[src/rtl/unpack_stream_pkg.sv]
// Shared types and index helpers for the wide-word-to-element-stream unpacker.
// Optional keep-mask support is selected with the UNPACK_STREAM_KEEP_EN macro.
package unpack_stream_pkg;

    typedef enum logic {EMPTY, DRAIN} state_t;

    function automatic int unsigned first_idx(input int unsigned n_elem, input bit msb_first);
        return msb_first ? n_elem - 1 : 0;
    endfunction

    function automatic int unsigned step_idx(input int unsigned cur, input bit msb_first);
        return msb_first ? cur - 1 : cur + 1;
    endfunction

    function automatic int unsigned last_idx(input int unsigned n_elem, input bit msb_first);
        return msb_first ? 0 : n_elem - 1;
    endfunction

endpackage

[src/rtl/unpack_stream_nextkeep.sv]
// Priority finder for the next kept element in emission order.
// Present only when UNPACK_STREAM_KEEP_EN is defined.
`ifdef UNPACK_STREAM_KEEP_EN
module unpack_stream_nextkeep #(
    parameter int N_ELEM    = 4,
    parameter int MSB_FIRST = 1,
    localparam int IDX_W    = $clog2(N_ELEM)
) (
    input  logic [N_ELEM-1:0] i_keep,
    input  logic [IDX_W-1:0]  i_cur,
    input  logic              i_incl,
    output logic [IDX_W-1:0]  o_idx,
    output logic              o_none
);

    // Walk positions in emission order; the first kept one at/after the cursor wins.
    always_comb begin
        int cur;
        int k;
        logic after;
        o_idx  = '0;
        o_none = 1'b1;
        cur    = int'(i_cur);
        for (int s = 0; s < N_ELEM; s++) begin
            k     = (MSB_FIRST != 0) ? (N_ELEM - 1 - s) : s;
            after = (MSB_FIRST != 0) ? (k < cur) : (k > cur);
            if (i_incl && (k == cur)) begin
                after = 1'b1;
            end
            if (o_none && after && i_keep[k]) begin
                o_idx  = IDX_W'(k);
                o_none = 1'b0;
            end
        end
    end

endmodule
`endif

[src/rtl/unpack_stream.sv]
// Splits a packed word {e[N-1],...,e[0]} into a one-element-per-beat valid/ready stream.
// Define UNPACK_STREAM_KEEP_EN to add i_in_keep and skip unkept elements.
module unpack_stream
    import unpack_stream_pkg::*;
#(
    parameter int ELEM_W    = 8,
    parameter int N_ELEM    = 4,
    parameter int MSB_FIRST = 1,
    localparam int IDX_W    = $clog2(N_ELEM)
) (
    input  logic                     i_clk,
    input  logic                     i_arst_n,
    input  logic                     i_in_valid,
    output logic                     o_in_ready,
    input  logic [N_ELEM*ELEM_W-1:0] i_in_data,
`ifdef UNPACK_STREAM_KEEP_EN
    input  logic [N_ELEM-1:0]        i_in_keep,
`endif
    output logic                     o_out_valid,
    input  logic                     i_out_ready,
    output logic [ELEM_W-1:0]        o_out_data,
    output logic [IDX_W-1:0]         o_out_idx,
    output logic                     o_out_last
);

    localparam logic [IDX_W-1:0] FIRST = IDX_W'(first_idx(N_ELEM, MSB_FIRST != 0));
    localparam logic [IDX_W-1:0] LAST  = IDX_W'(last_idx(N_ELEM, MSB_FIRST != 0));

    state_t                         state_q, state_d;
    logic [N_ELEM-1:0][ELEM_W-1:0]  word_q, word_d;
    logic [IDX_W-1:0]               idx_q, idx_d;

    logic [IDX_W-1:0] idx_next;
    logic [IDX_W-1:0] idx_first;
    logic             first_none;
    logic             last_elem;
    logic             hs;
    logic             acc;

`ifdef UNPACK_STREAM_KEEP_EN
    logic [N_ELEM-1:0] keep_q, keep_d;
    logic              step_none;

    unpack_stream_nextkeep #(.N_ELEM(N_ELEM), .MSB_FIRST(MSB_FIRST)) u_step (
        .i_keep (keep_q),
        .i_cur  (idx_q),
        .i_incl (1'b0),
        .o_idx  (idx_next),
        .o_none (step_none)
    );

    unpack_stream_nextkeep #(.N_ELEM(N_ELEM), .MSB_FIRST(MSB_FIRST)) u_first (
        .i_keep (i_in_keep),
        .i_cur  (FIRST),
        .i_incl (1'b1),
        .o_idx  (idx_first),
        .o_none (first_none)
    );

    // Last means no kept element remains after the current one.
    assign last_elem = step_none;
`else
    assign idx_next   = IDX_W'(step_idx(32'(idx_q), MSB_FIRST != 0));
    assign idx_first  = FIRST;
    assign first_none = 1'b0;
    assign last_elem  = (idx_q == LAST);
`endif

    assign o_out_valid = (state_q == DRAIN);
    assign o_out_data  = word_q[idx_q];
    assign o_out_idx   = idx_q;
    assign o_out_last  = o_out_valid & last_elem;
    // Accepting during the final beat gives zero-bubble back-to-back words.
    assign o_in_ready  = i_arst_n & ((state_q == EMPTY) | (o_out_last & i_out_ready));

    assign hs  = o_out_valid & i_out_ready;
    assign acc = i_in_valid & o_in_ready;

    always_comb begin
        state_d = state_q;
        word_d  = word_q;
        idx_d   = idx_q;
`ifdef UNPACK_STREAM_KEEP_EN
        keep_d  = keep_q;
`endif
        if (acc) begin
            word_d  = i_in_data;
            idx_d   = idx_first;
            state_d = first_none ? EMPTY : DRAIN;
`ifdef UNPACK_STREAM_KEEP_EN
            keep_d  = i_in_keep;
`endif
        end else if (hs) begin
            if (o_out_last) begin
                state_d = EMPTY;
            end else begin
                idx_d = idx_next;
            end
        end
    end

    always_ff @(posedge i_clk or negedge i_arst_n) begin
        if (!i_arst_n) begin
            state_q <= EMPTY;
            word_q  <= '0;
            idx_q   <= FIRST;
`ifdef UNPACK_STREAM_KEEP_EN
            keep_q  <= '0;
`endif
        end else begin
            state_q <= state_d;
            word_q  <= word_d;
            idx_q   <= idx_d;
`ifdef UNPACK_STREAM_KEEP_EN
            keep_q  <= keep_d;
`endif
        end
    end

endmodule

[config.mk]
export PLATFORM = sky130hd
export DESIGN_NAME = unpack_stream
export DESIGN_NICKNAME = d
export VERILOG_FILES = /design/src/rtl/unpack_stream_pkg.sv /design/src/rtl/unpack_stream_nextkeep.sv /design/src/rtl/unpack_stream.sv
export SDC_FILE = /design/constraint.sdc
export NUM_CORES = 1
export LEC_CHECK = 0
export ABC_AREA = 1
export CAP_MARGIN = 10
export CORE_MARGIN = 2
export CORE_UTILIZATION = 40
export DETAILED_ROUTE_END_ITERATION = 12
export GPL_TIMING_DRIVEN = 0
export PLACE_DENSITY = 0.68
export SETUP_SLACK_MARGIN = 0.02
export SLEW_MARGIN = 20
export SYNTH_ARGS = -nofsm -noshare
export SYNTH_HDL_FRONTEND = slang
export SYNTH_HIERARCHICAL = 1
export SYNTH_SLANG_ARGS = --single-unit
[constraint.sdc]
create_clock -name i_clk -period 2.05 [get_ports i_clk]
set_input_delay 0.3075 -clock i_clk [delete_from_list [all_inputs] [get_ports i_clk]]
set_output_delay 0.3075 -clock i_clk [all_outputs]
set_load 0.01 [all_outputs]
==> impl_summary.txt, run 1 <==
----------------------------------------------------
[Route]
  Post-DR wirelength/cell ... 13.6 µm
  Average vias per placed instance ... 5.17
  Count of TritonRoute iterations in the first routing pass ... 4
  Iter 0 DRT Violations ... 73
  Antenna violation net count after detailed routing ... 0
  Via count ... 1738
  Overall routed net length ... 4.56 mm
  Remaining design rule violation count ... 0

[Timing]
  Worst clock skew ... 0.00758 ns
  Worst slack on hold paths ... 0.101 ns
  Min cycle time layout ... 1.95 ns
  Number of pins with negative max-slew slack in the final report ... 0
  Final cycle utilization of the critical path ... 0.953
  RSZ-0062 raised after global routing ... false
  Number of hold violations in the final report ... 0
  F_max ... 0.512 GHz
  Number of endpoints failing setup at the final stage ... 0
  Transition at the pin with the smallest max-transition slack ... 0.910 ns
  Relative max-transition margin ... 0.391

[CTS]
  Sink count of the clock tree ... 35
  Clock Pin Slew Worst Setup and Hold Paths ... 0.06 ns
  Clock root buffer master ... sky130_fd_sc_hd__clkbuf_8
  Buffer depth of the longest clock path ... 2
  H-tree Lvls ... 2
  Source-to-sink clock delay at the later pin of the worst-skew pair ... 0.30 ns
  CTS Buf Count ... 5
  TritonCTS clock tree ... yes

[Hold path]
  Worst hold path class ... in2async

[Global route]
  Largest net degree at the start of global routing ... 21
  Global-route wire length before repair ... 7.57 mm
  Congestion Overflow GR ... 0
  Antenna violations before repair ... 0
  Combined global-route utilization of all metal layers ... 0.198
  Number of global-route vias before repair ... 1595

[Yosys]
  Fraction of synthesized cell area in xor and xnor cells ... 0
  Share of flip-flops with an asynchronous set or reset after synthesis ... 1.00
  Average footprint of a synthesized cell ... 8.06 µm²
  Fraction of the mapped netlist area in adder cells ... 0.00690
  Number of flops mapped to enable cells by yosys ... 0
  Proportion of synthesized chip area in sequential cells ... 0.484
  Ranking of synthesized cells by area ... sky130_fd_sc_hd__dfrtp_1, sky130_fd_sc_hd__nand2_1, sky130_fd_sc_hd__nand4_1, sky130_fd_sc_hd__o211ai_1, sky130_fd_sc_hd__buf_2
  Post-Synth Simple-Gate Area ... 0.337
  Number of distinct library cells after synthesis ... 16
  Post-synth top cells ... sky130_fd_sc_hd__nand2_1, sky130_fd_sc_hd__dfrtp_1, sky130_fd_sc_hd__nand4_1
  Combinational family with the most area after synthesis ... simple AND/OR/NAND/NOR gates
  Prevailing post-synth register cell ... sky130_fd_sc_hd__dfrtp_1
  #FFs+latches synth ... 35
  Area share of the leading cell type in the synthesized netlist ... 0.455
  Synth Area in Compound Gates ... 0.0704
  Total of warnings raised by yosys ... 6
  Multiplexer share of the synthesized area ... 0
  Post-Syn Instances ... 225
  Most numerous cell in the Yosys netlist ... sky130_fd_sc_hd__nand2_1
  Cell type with the largest total area after synthesis ... sky130_fd_sc_hd__dfrtp_1
  Syn Nets ... 262
  Syn Std Cell Area ... 1810 µm²

[Setup path]
  Critical Path Start ... o_out_idx[0]
  Worst R2R End ... word_q[18]
  Number of cell instances on the worst register-to-register path ... 9
  Crit Path Class ... reg2out
  Crit path required time ... 1.74 ns
  Signal arrival time at the worst endpoint ... 1.65 ns
  Longest individual stage delay on the worst path ... 0.56 ns
  Type of destination of the critical path ... output port
  Series of cell instances along the critical path ... clkinv_4 > buf_6 > o211ai_1 > nand2_1 > clkdlybuf4s15_1
  Minimum setup slack among reg-to-reg paths ... 0.43 ns
  Maximum fanout along the worst path ... 10
  Critical path's slowest cell ... sky130_fd_sc_hd__dfstp_2
  Reg-to-reg critical path startpoint ... o_out_idx[0]
  Type of element launching the critical path ... register

[Job]
  Max capacitance violation total ... 0

[Placement]
  Placer Congestion ... 0.843
  Placement Cell Area ... 2370 µm²
  DP HPWL ... 3.36 mm
  Total of buffers placed on input and output ports ... 47

[Pwr]
  Part of the total power dissipated in combinational logic ... 0.501
  Portion of total power attributed to sequential cells ... 0.361
  Power per cell area ... 1410 nW/µm²
  Switching power of the nets ... 1.45 mW
  Clock group share of total power ... 0.139
  Leak Pwr ... 1.27 nW
  Total power consumption of the routed design ... 3.54 mW
  Switching share of power ... 0.410
  Worst vdd rail ir drop ... 0.565 mV
  Internal power ... 2.09 mW

[Floorplanning]
  Total die area ... 5090 µm²
  Number of I/O pins ... 49
  Die H ... 71.3 µm
  Site row count ... 24
  Starting Density ... 0.416
  Floorplan core area ... 4350 µm²
  Horiz. Die Dim ... 71.3 µm

[Layout]
  Diode count ... 0
  Fraction of final layout cells sized beyond drive strength 1 ... 0.127
  Final net count ... 320
  Total non-filler cell area in the finished layout ... 2500 µm²
  Area growth syn-to-layout ... 38.0%

[Outcome]
  Run status ... finished clean

----------------------------------------------------
## critical path, delay by kind of cell (launching register included)
kind                   cells  cell delay [ns]
flip-flops                 1             0.56
buffers and inverters      3             0.47
AO/OA/AOI/OAI              1             0.23
AND/OR/NAND/NOR            1             0.09
## layout by cell type (no fill, tap or decap)
cell type                         netlist  routed
sky130_fd_sc_hd__nand2_2                0       1
sky130_fd_sc_hd__clkinv_4               0       1
sky130_fd_sc_hd__clkbuf_1               0       3
sky130_fd_sc_hd__o211ai_1              16      16
sky130_fd_sc_hd__clkdlybuf4s15_1        0       4
sky130_fd_sc_hd__dlygate4sd2_1          0       4
sky130_fd_sc_hd__clkinv_2               0       1
sky130_fd_sc_hd__nand2_4                1       1
sky130_fd_sc_hd__nand3b_1               1       1
sky130_fd_sc_hd__nor2_1                 1       1
sky130_fd_sc_hd__buf_16                 0       1
sky130_fd_sc_hd__dfstp_2                2       2
sky130_fd_sc_hd__clkbuf_2               0       1
sky130_fd_sc_hd__nand3_1                2       2
sky130_fd_sc_hd__nand4_1               32      32
sky130_fd_sc_hd__nand2_1               96      95
sky130_fd_sc_hd__clkbuf_8               0       5
sky130_fd_sc_hd__clkdlybuf4s50_1        0      36
sky130_fd_sc_hd__ha_4                   0       1
sky130_fd_sc_hd__buf_6                  3       5
sky130_fd_sc_hd__dlygate4sd3_1          0       2
sky130_fd_sc_hd__inv_1                 18      18
sky130_fd_sc_hd__buf_4                  0       3
sky130_fd_sc_hd__a21boi_0               1       1
sky130_fd_sc_hd__nand3_4                1       1
sky130_fd_sc_hd__dfrtp_1               33      33
sky130_fd_sc_hd__buf_2                 15      13
## stage by stage
stage                      util  std cells  TNS [ns]  setup WS (ns)
after floorplan               -        225         0          0.294
after global placement    0.539        324    -33.83          -1.36
after detailed placement  0.545        325    -0.998         -0.321
after CTS                 0.571        336         0         0.0484
after global routing      0.575        336         0         0.0225
final                     0.575        336         0         0.0954
## what timing repair did
action,4_1_cts,5_1_grt
setup buffers,2,0
pin swaps,1,5
setup endpoints to repair,42,7
resized for setup,22,8
hold endpoints to repair,13,0
cloned,0,0
hold buffers,2,0
## worst max path at each step
stage                     to  slack, ns  cells after the start
2_1_floorplan      word_q[0]       0.29                      8
3_3_place_gp      o_in_ready      -1.36                      4
3_5_place_dp      o_in_ready      -0.32                      6
4_1_cts           o_out_last       0.05                      6
5_1_grt        o_out_data[1]       0.02                      5
6_report       o_out_data[1]        0.1                      5
## power groups by stage
stage	clock network (mW)	registers [mW]	logic [mW]
after CTS	0.499	1.28	1.74
after global routing	0.533	1.33	1.99
after global placement	0	1.27	1.77
after floorplan	0	1.23	1.06
after detailed placement	0	1.28	1.80
final	0.491	1.28	1.77
## cells by family (layout without fill, tap and decap cells)
group / count (synthesis) / after routing
buf+inv: 38 / 97
simple gates: 134 / 134
fa+ha+maj: 1 / 1
flops: 35 / 35
compound gates: 17 / 17
## area by class of cell
class	count	area, µm²
Fill cell	412	1850
Sequential cell	35	878
Multi-Input combinational cell	152	766
Timing Repair Buffer	52	513
Buffer	17	119
Inverter	20	81.3
Clock buffer	8	80.1
Tap cell	52	65.1
## per-layer routing
layer  routed length [µm]  share of wire  global-route usage
met1                 2040           0.45               0.264
met2                 2150           0.47               0.307
met3                  281          0.062              0.0534
met4                   87          0.019              0.0818
met5                    0              0                   0
## sequential cells by signal (all words and copies together), names as in the netlist
| name | cells |
|---|---|
| o_out_idx | 2 |
| word_q | 32 |
| o_out_valid | 1 |
No activity file was read; power rests on OpenSTA's default activity.
==> run 2: changes to the inputs <==
ABC_CLOCK_PERIOD_IN_PS = 2050   (was not set)
==> results of run 2 <==
No change in the layout: final DEF, timing and power equal those of run 1.
==> run 3: changes to the inputs <==
RECOVER_POWER = 100   (was not set)
==> impl_summary.txt, run 3 (synthesized netlist as in run 1, its figures left out) <==
----------------------------------------------------
[Setup path]
  Type of element launching the critical path ... register
  Maximum fanout along the worst path ... 10 (unchanged)
  Crit path required time ... 1.74 ns (about the same)
  Crit Path Class ... reg2out
  Type of destination of the critical path ... output port
  Signal arrival time at the worst endpoint ... 1.65 ns (about the same)

[Route]
  Average vias per placed instance ... 5.17 (-0.12%)
  Sum of met3 wire segment lengths after detailed routing ... 254 µm (-9.6%)
  Remaining design rule violation count ... 0 (unchanged)
  Via count ... 1736 (-0.12%)
  Post-DR wirelength/cell ... 13.6 µm (+0.33%)
  Overall routed net length ... 4.57 mm (+0.33%)
  Wire length on met2 ... 2.15 mm (+0.28%)
  Length of routed wiring on met1 ... 2.08 mm (+1.8%)
  Antenna violation net count after detailed routing ... 0 (unchanged)
  Count of TritonRoute iterations in the first routing pass ... 4 (unchanged)
  Highest metal layer with signal wires ... met4
  Iter 0 DRT Violations ... 80 (+9.6%)

[Layout]
  Most used cells in the layout excluding fill and tap cells ... sky130_fd_sc_hd__nand2_1, sky130_fd_sc_hd__clkdlybuf4s50_1, sky130_fd_sc_hd__dfrtp_1
  Final Core Density ... 0.565 (-0.00948)
  Final net count ... 320 (unchanged)
  Diode count ... 0 (unchanged)
  Total non-filler cell area in the finished layout ... 2460 µm² (-1.7%)
  Area growth syn-to-layout ... 35.7%
  Most common library cell in the layout ignoring fill and taps ... sky130_fd_sc_hd__nand2_1
  Total of fill cells in the finished design ... 417 (+1.2%)
  Post-layout instance count excluding filler cells ... 336 (unchanged)
  Register with the highest flop count ... word_q
  Max reg flops ... 32 (unchanged)
  Fraction of final layout cells sized beyond drive strength 1 ... 0.109 (-0.0176)

[Timing]
  Transition at the pin with the smallest max-transition slack ... 0.908 ns (-0.00227 ns)
  F_max ... 0.512 GHz (about the same)
  Number of pins with negative max-slew slack in the final report ... 0 (unchanged)
  Final cycle utilization of the critical path ... 0.953 (about the same)
  Min cycle time layout ... 1.95 ns (-0.000117 ns)
  Worst slack on hold paths ... 0.239 ns (+0.138 ns)
  Number of endpoints failing setup at the final stage ... 0 (unchanged)
  Worst clock skew ... 0.00781 ns (+0.000225 ns)
  Relative max-transition margin ... 0.393 (+0.00152)
  Worst Setup Slack, final ... 0.0955 ns (+0.000117 ns)
  Setup TNS ... 0 ns (unchanged)
  Number of hold violations in the final report ... 0 (unchanged)
  RSZ-0062 raised after global routing ... false

[CTS]
  Sink count of the clock tree ... 35 (unchanged)
  Clock root buffer master ... sky130_fd_sc_hd__clkbuf_8
  CTS Buf Count ... 5 (unchanged)
  Buffer depth of the longest clock path ... 2 (unchanged)
  TritonCTS clock tree ... yes
  Source-to-sink clock delay at the later pin of the worst-skew pair ... 0.30 ns (about the same)
  Clock Pin Slew Worst Setup and Hold Paths ... 0.06 ns (about the same)
  H-tree Lvls ... 2 (unchanged)

[Global route]
  Largest net degree at the start of global routing ... 21 (unchanged)
  Combined global-route utilization of all metal layers ... 0.198 (unchanged)
  Antenna violations before repair ... 0 (unchanged)
  Congestion Overflow GR ... 0 (unchanged)
  Number of global-route vias before repair ... 1595 (unchanged)
  Global-route wire length before repair ... 7.57 mm (unchanged)

[Placement]
  Placement Cell Area ... 2370 µm² (unchanged)
  Placer Congestion ... 0.843 (unchanged)
  Worst slack, placed ... -0.321 ns (unchanged)
  DP HPWL ... 3.36 mm (unchanged)
  Total of buffers placed on input and output ports ... 47 (unchanged)
  Placed cells ... 325 (unchanged)

[Pwr]
  Total power consumption of the routed design ... 3.50 mW (-0.98%)
  Power per cell area ... 1420 nW/µm² (+0.68%)
  Worst vdd rail ir drop ... 0.563 mV (-0.32%)
  Leak Pwr ... 1.24 nW (-1.6%)

[Floorplanning]
  Horiz. Die Dim ... 71.3 µm (unchanged)
  Die H ... 71.3 µm (unchanged)
  Site row count ... 24 (unchanged)
  Floorplan core area ... 4350 µm² (unchanged)
  Total die area ... 5090 µm² (unchanged)
  Number of I/O pins ... 49 (unchanged)
  Starting Density ... 0.416 (unchanged)

[Outcome]
  Run status ... finished clean

[Hold path]
  Worst hold path class ... in2async

[Job]
  Max capacitance violation total ... 0 (unchanged)

----------------------------------------------------
run 3: cell count changes in the layout (fill, tap and decap cells not counted):
cell / before / now
sky130_fd_sc_hd__clkbuf_1: 3 / 6
sky130_fd_sc_hd__dlygate4sd3_1: 2 / 5
sky130_fd_sc_hd__buf_2: 13 / 11
sky130_fd_sc_hd__nand3_4: 1 / 0
sky130_fd_sc_hd__buf_16: 1 / 0
sky130_fd_sc_hd__nand3_1: 2 / 3
sky130_fd_sc_hd__nand2_1: 95 / 96
sky130_fd_sc_hd__clkdlybuf4s50_1: 36 / 33
sky130_fd_sc_hd__nand2_2: 1 / 0
run 3: where the power goes:
| part | internal [mW] | switching, mW |
|---|---|---|
| sequential | 1.06 | 0.218 |
| clock | 0.241 | 0.248 |
| combinational | 0.763 | 0.978 |
run 3: layer usage:
| layer | GRT usage | up-vias |
|---|---|---|
| met2 | 0.307 | 54 |
| met4 | 0.0818 | 0 |
| li1 | - | 862 |
| met1 | 0.264 | 813 |
| met3 | 0.0534 | 7 |
| met5 | 0 | - |
run 3: layout make-up:
class	instances	area (µm²)	share of cell area
tap	52	65.1	0.0264
clock buffer	8	80.1	0.0325
inverter	20	81.3	0.0330
buffer	17	119	0.0483
sequential	35	878	0.357
timing repair buffer	52	487	0.198
multi-input combinational	152	751	0.305
run 3: what timing repair did:
item	CTS	global route
hold buffers	2	0
pin swaps	1	5
buffers inserted	2	0
gates cloned	0	0
hold endpoints to repair	13	0
gates resized for setup	22	8
endpoints found under the setup margin	42	7
run 3: critical path, stage by stage, from the launching register on:
cell and delay (ns):
sky130_fd_sc_hd__dfstp_2 0.56, sky130_fd_sc_hd__clkinv_4 0.08, sky130_fd_sc_hd__buf_6 0.15, sky130_fd_sc_hd__o211ai_1 0.23, sky130_fd_sc_hd__nand2_1 0.09, sky130_fd_sc_hd__clkdlybuf4s15_1 0.24
run 3: worst paths after layout:
| kind | start | endpoint | slack (ns) | cells after the start |
|---|---|---|---|---|
| max in group asynchronous | i_arst_n | word_q[17] | 0.47 | 3 |
| hold / removal | i_arst_n | o_out_idx[0] | 0.24 | 2 |
| setup / recovery | o_out_idx[0] | o_out_data[1] | 0.1 | 5 |
| hold reg to reg | word_q[20] | word_q[20] | 0.47 | 2 |
| setup reg to reg | o_out_idx[0] | word_q[18] | 0.18 | 9 |
| min in group i_clk | i_in_valid | word_q[28] | 0.32 | 3 |
==> patch, RTL diff (settings of run 2) <==
The option `UNPACK_STREAM_KEEP_EN` is turned on by a define.
--- a/src/rtl/unpack_stream_nextkeep.sv
+++ b/src/rtl/unpack_stream_nextkeep.sv
@@ -2,2 +2,4 @@
 // Present only when UNPACK_STREAM_KEEP_EN is defined.
+`define UNPACK_STREAM_KEEP_EN
+
 `ifdef UNPACK_STREAM_KEEP_EN
Interface: changed (added i_in_keep); port bits go from 49 to 53. No check against the original RTL was run, so the function may have changed too.
==> patch against run 2 <==
Setup slack got worse by 0.083 ns; total power increased by 6.4%; design area increased by 14%; routed wire length increased by 17%; sequential cell count increased by 4; combinational power increased by 5%; area after synthesis increased by 11%; count of clock-buffer cells in the layout decreased by 3; maximum frequency decreased by 4.1%; critical endpoint is now o_in_ready; largest cell class unchanged.
==> patch: results (changes against run 2) <==
status: completed
GRT Resource Usage Total: 20.93% (+1.1 points)
routed wl met2: 2.411 mm (+12%)
Worst path max stage delay: 0.38 ns (-0.18 ns)
post-synthesis compound-gate area fraction: 8.132% (+1.1 points)
synth cell count leaders: 93 x nand2_1, 39 x nand3_1, 37 x dfrtp_1
Top delay family on crit path: simple AND/OR/NAND/NOR gates
diode count: 0 (unchanged)
Max Clk Rate: 0.4907 GHz (-4.1%)
first-pass GRT wire length: 8.631 mm (+14%)
Fill cells: 449 (+9.0%)
clock buffer depth: 2 (unchanged)
largest net degree at the start of global routing: 27 (+29%)
R2R cell count: 13 (+4)
IO Port Bufs: 52 (+11%)
Gate power share: 49.3% (-0.8 points)
final net count: 383 (+20%)
final cell count without fillers: 411 (+22%)
sequential area share after synthesis: 48.54% (+0.094 points)
Iter 0 DRT Violations: 79 (+8.2%)
DR vias: 1969 (+13%)
P per Cell Area: 1315 nW/µm² (-7.0%)
Post-CTS Hold Buffers: 1 (-1)
Crit Path Max Fanout: 7 (-3)
post-CTS sizing: 26 (+18%)
Ys Warns: 6 (unchanged)
DRT Wirelength: 5.334 mm (+17%)
sw power: 1534 µW (+5.7%)
synth unique cells: 20 (+4)
Placement Cell Area: 2673 µm² (+13%)
largest cells by area after synthesis: dfrtp_1 46%, nand2_1 17%, nand3_1 9.7%
Mapped Cells: 263 (+17%)
Worst R2R End: word_q[23]
Post-CTS Setup Inserts: 3 (+1)
critical path launch point type: flop
Max rail drop VDD: 476.6 µV (-16%)
Reg2Reg Setup Slack: 0.20 ns (-0.23 ns)
Worst-Margin Slew: 0.5971 ns (-0.3130 ns)
Reg2Reg Launch Point: o_out_idx[0]
dpl cells: 393 (+21%)
Synth Area in Adders: 0% (-0.69 points)
Critical Path AT: 1.73 ns (+0.08 ns)
Final HPWL DP: 3.734 mm (+11%)
most common cell in the netlist: nand2_1
crit path capture: o_in_ready
met1 wire length: 2.566 mm (+26%)
layout cell share with drive strength beyond 1: 17.44% (+4.8 points)
WL met3: 226 µm (-20%)
clock power share: 14.2% (+0.3 points)
patch: worst min-delay path by stage:
stage	slack [ns]	to	cells past startpoint	start
CTS	0.05	o_out_idx[0]	1	i_arst_n
finish	0.06	o_out_idx[0]	1	i_arst_n
global route	0.05	o_out_idx[1]	1	i_arst_n
global placement	0.46	word_q[18]	2	word_q[18]
detailed placement	0.26	word_q[30]	1	i_arst_n
floorplan	0.01	keep_q[0]	0	i_arst_n
patch: layout make-up:
class | count | area (µm²) | area share (%)
well taps | 67 | 83.83 | 2.928
plain buffers | 15 | 123.9 | 4.327
multi-input cells | 207 | 948.4 | 33.13
clock inverters | 3 | 23.77 | 0.8304
flip-flops and latches | 39 | 978.4 | 34.18
inverters | 12 | 45.04 | 1.573
repair buffers | 63 | 590.6 | 20.63
clock buffers | 5 | 68.82 | 2.404
patch: layer usage:
metal,up-vias,global-route usage (%)
met5,-,0
met4,0,9.325
met3,8,4.685
met2,48,31.09
met1,914,29.32
li1,999,-
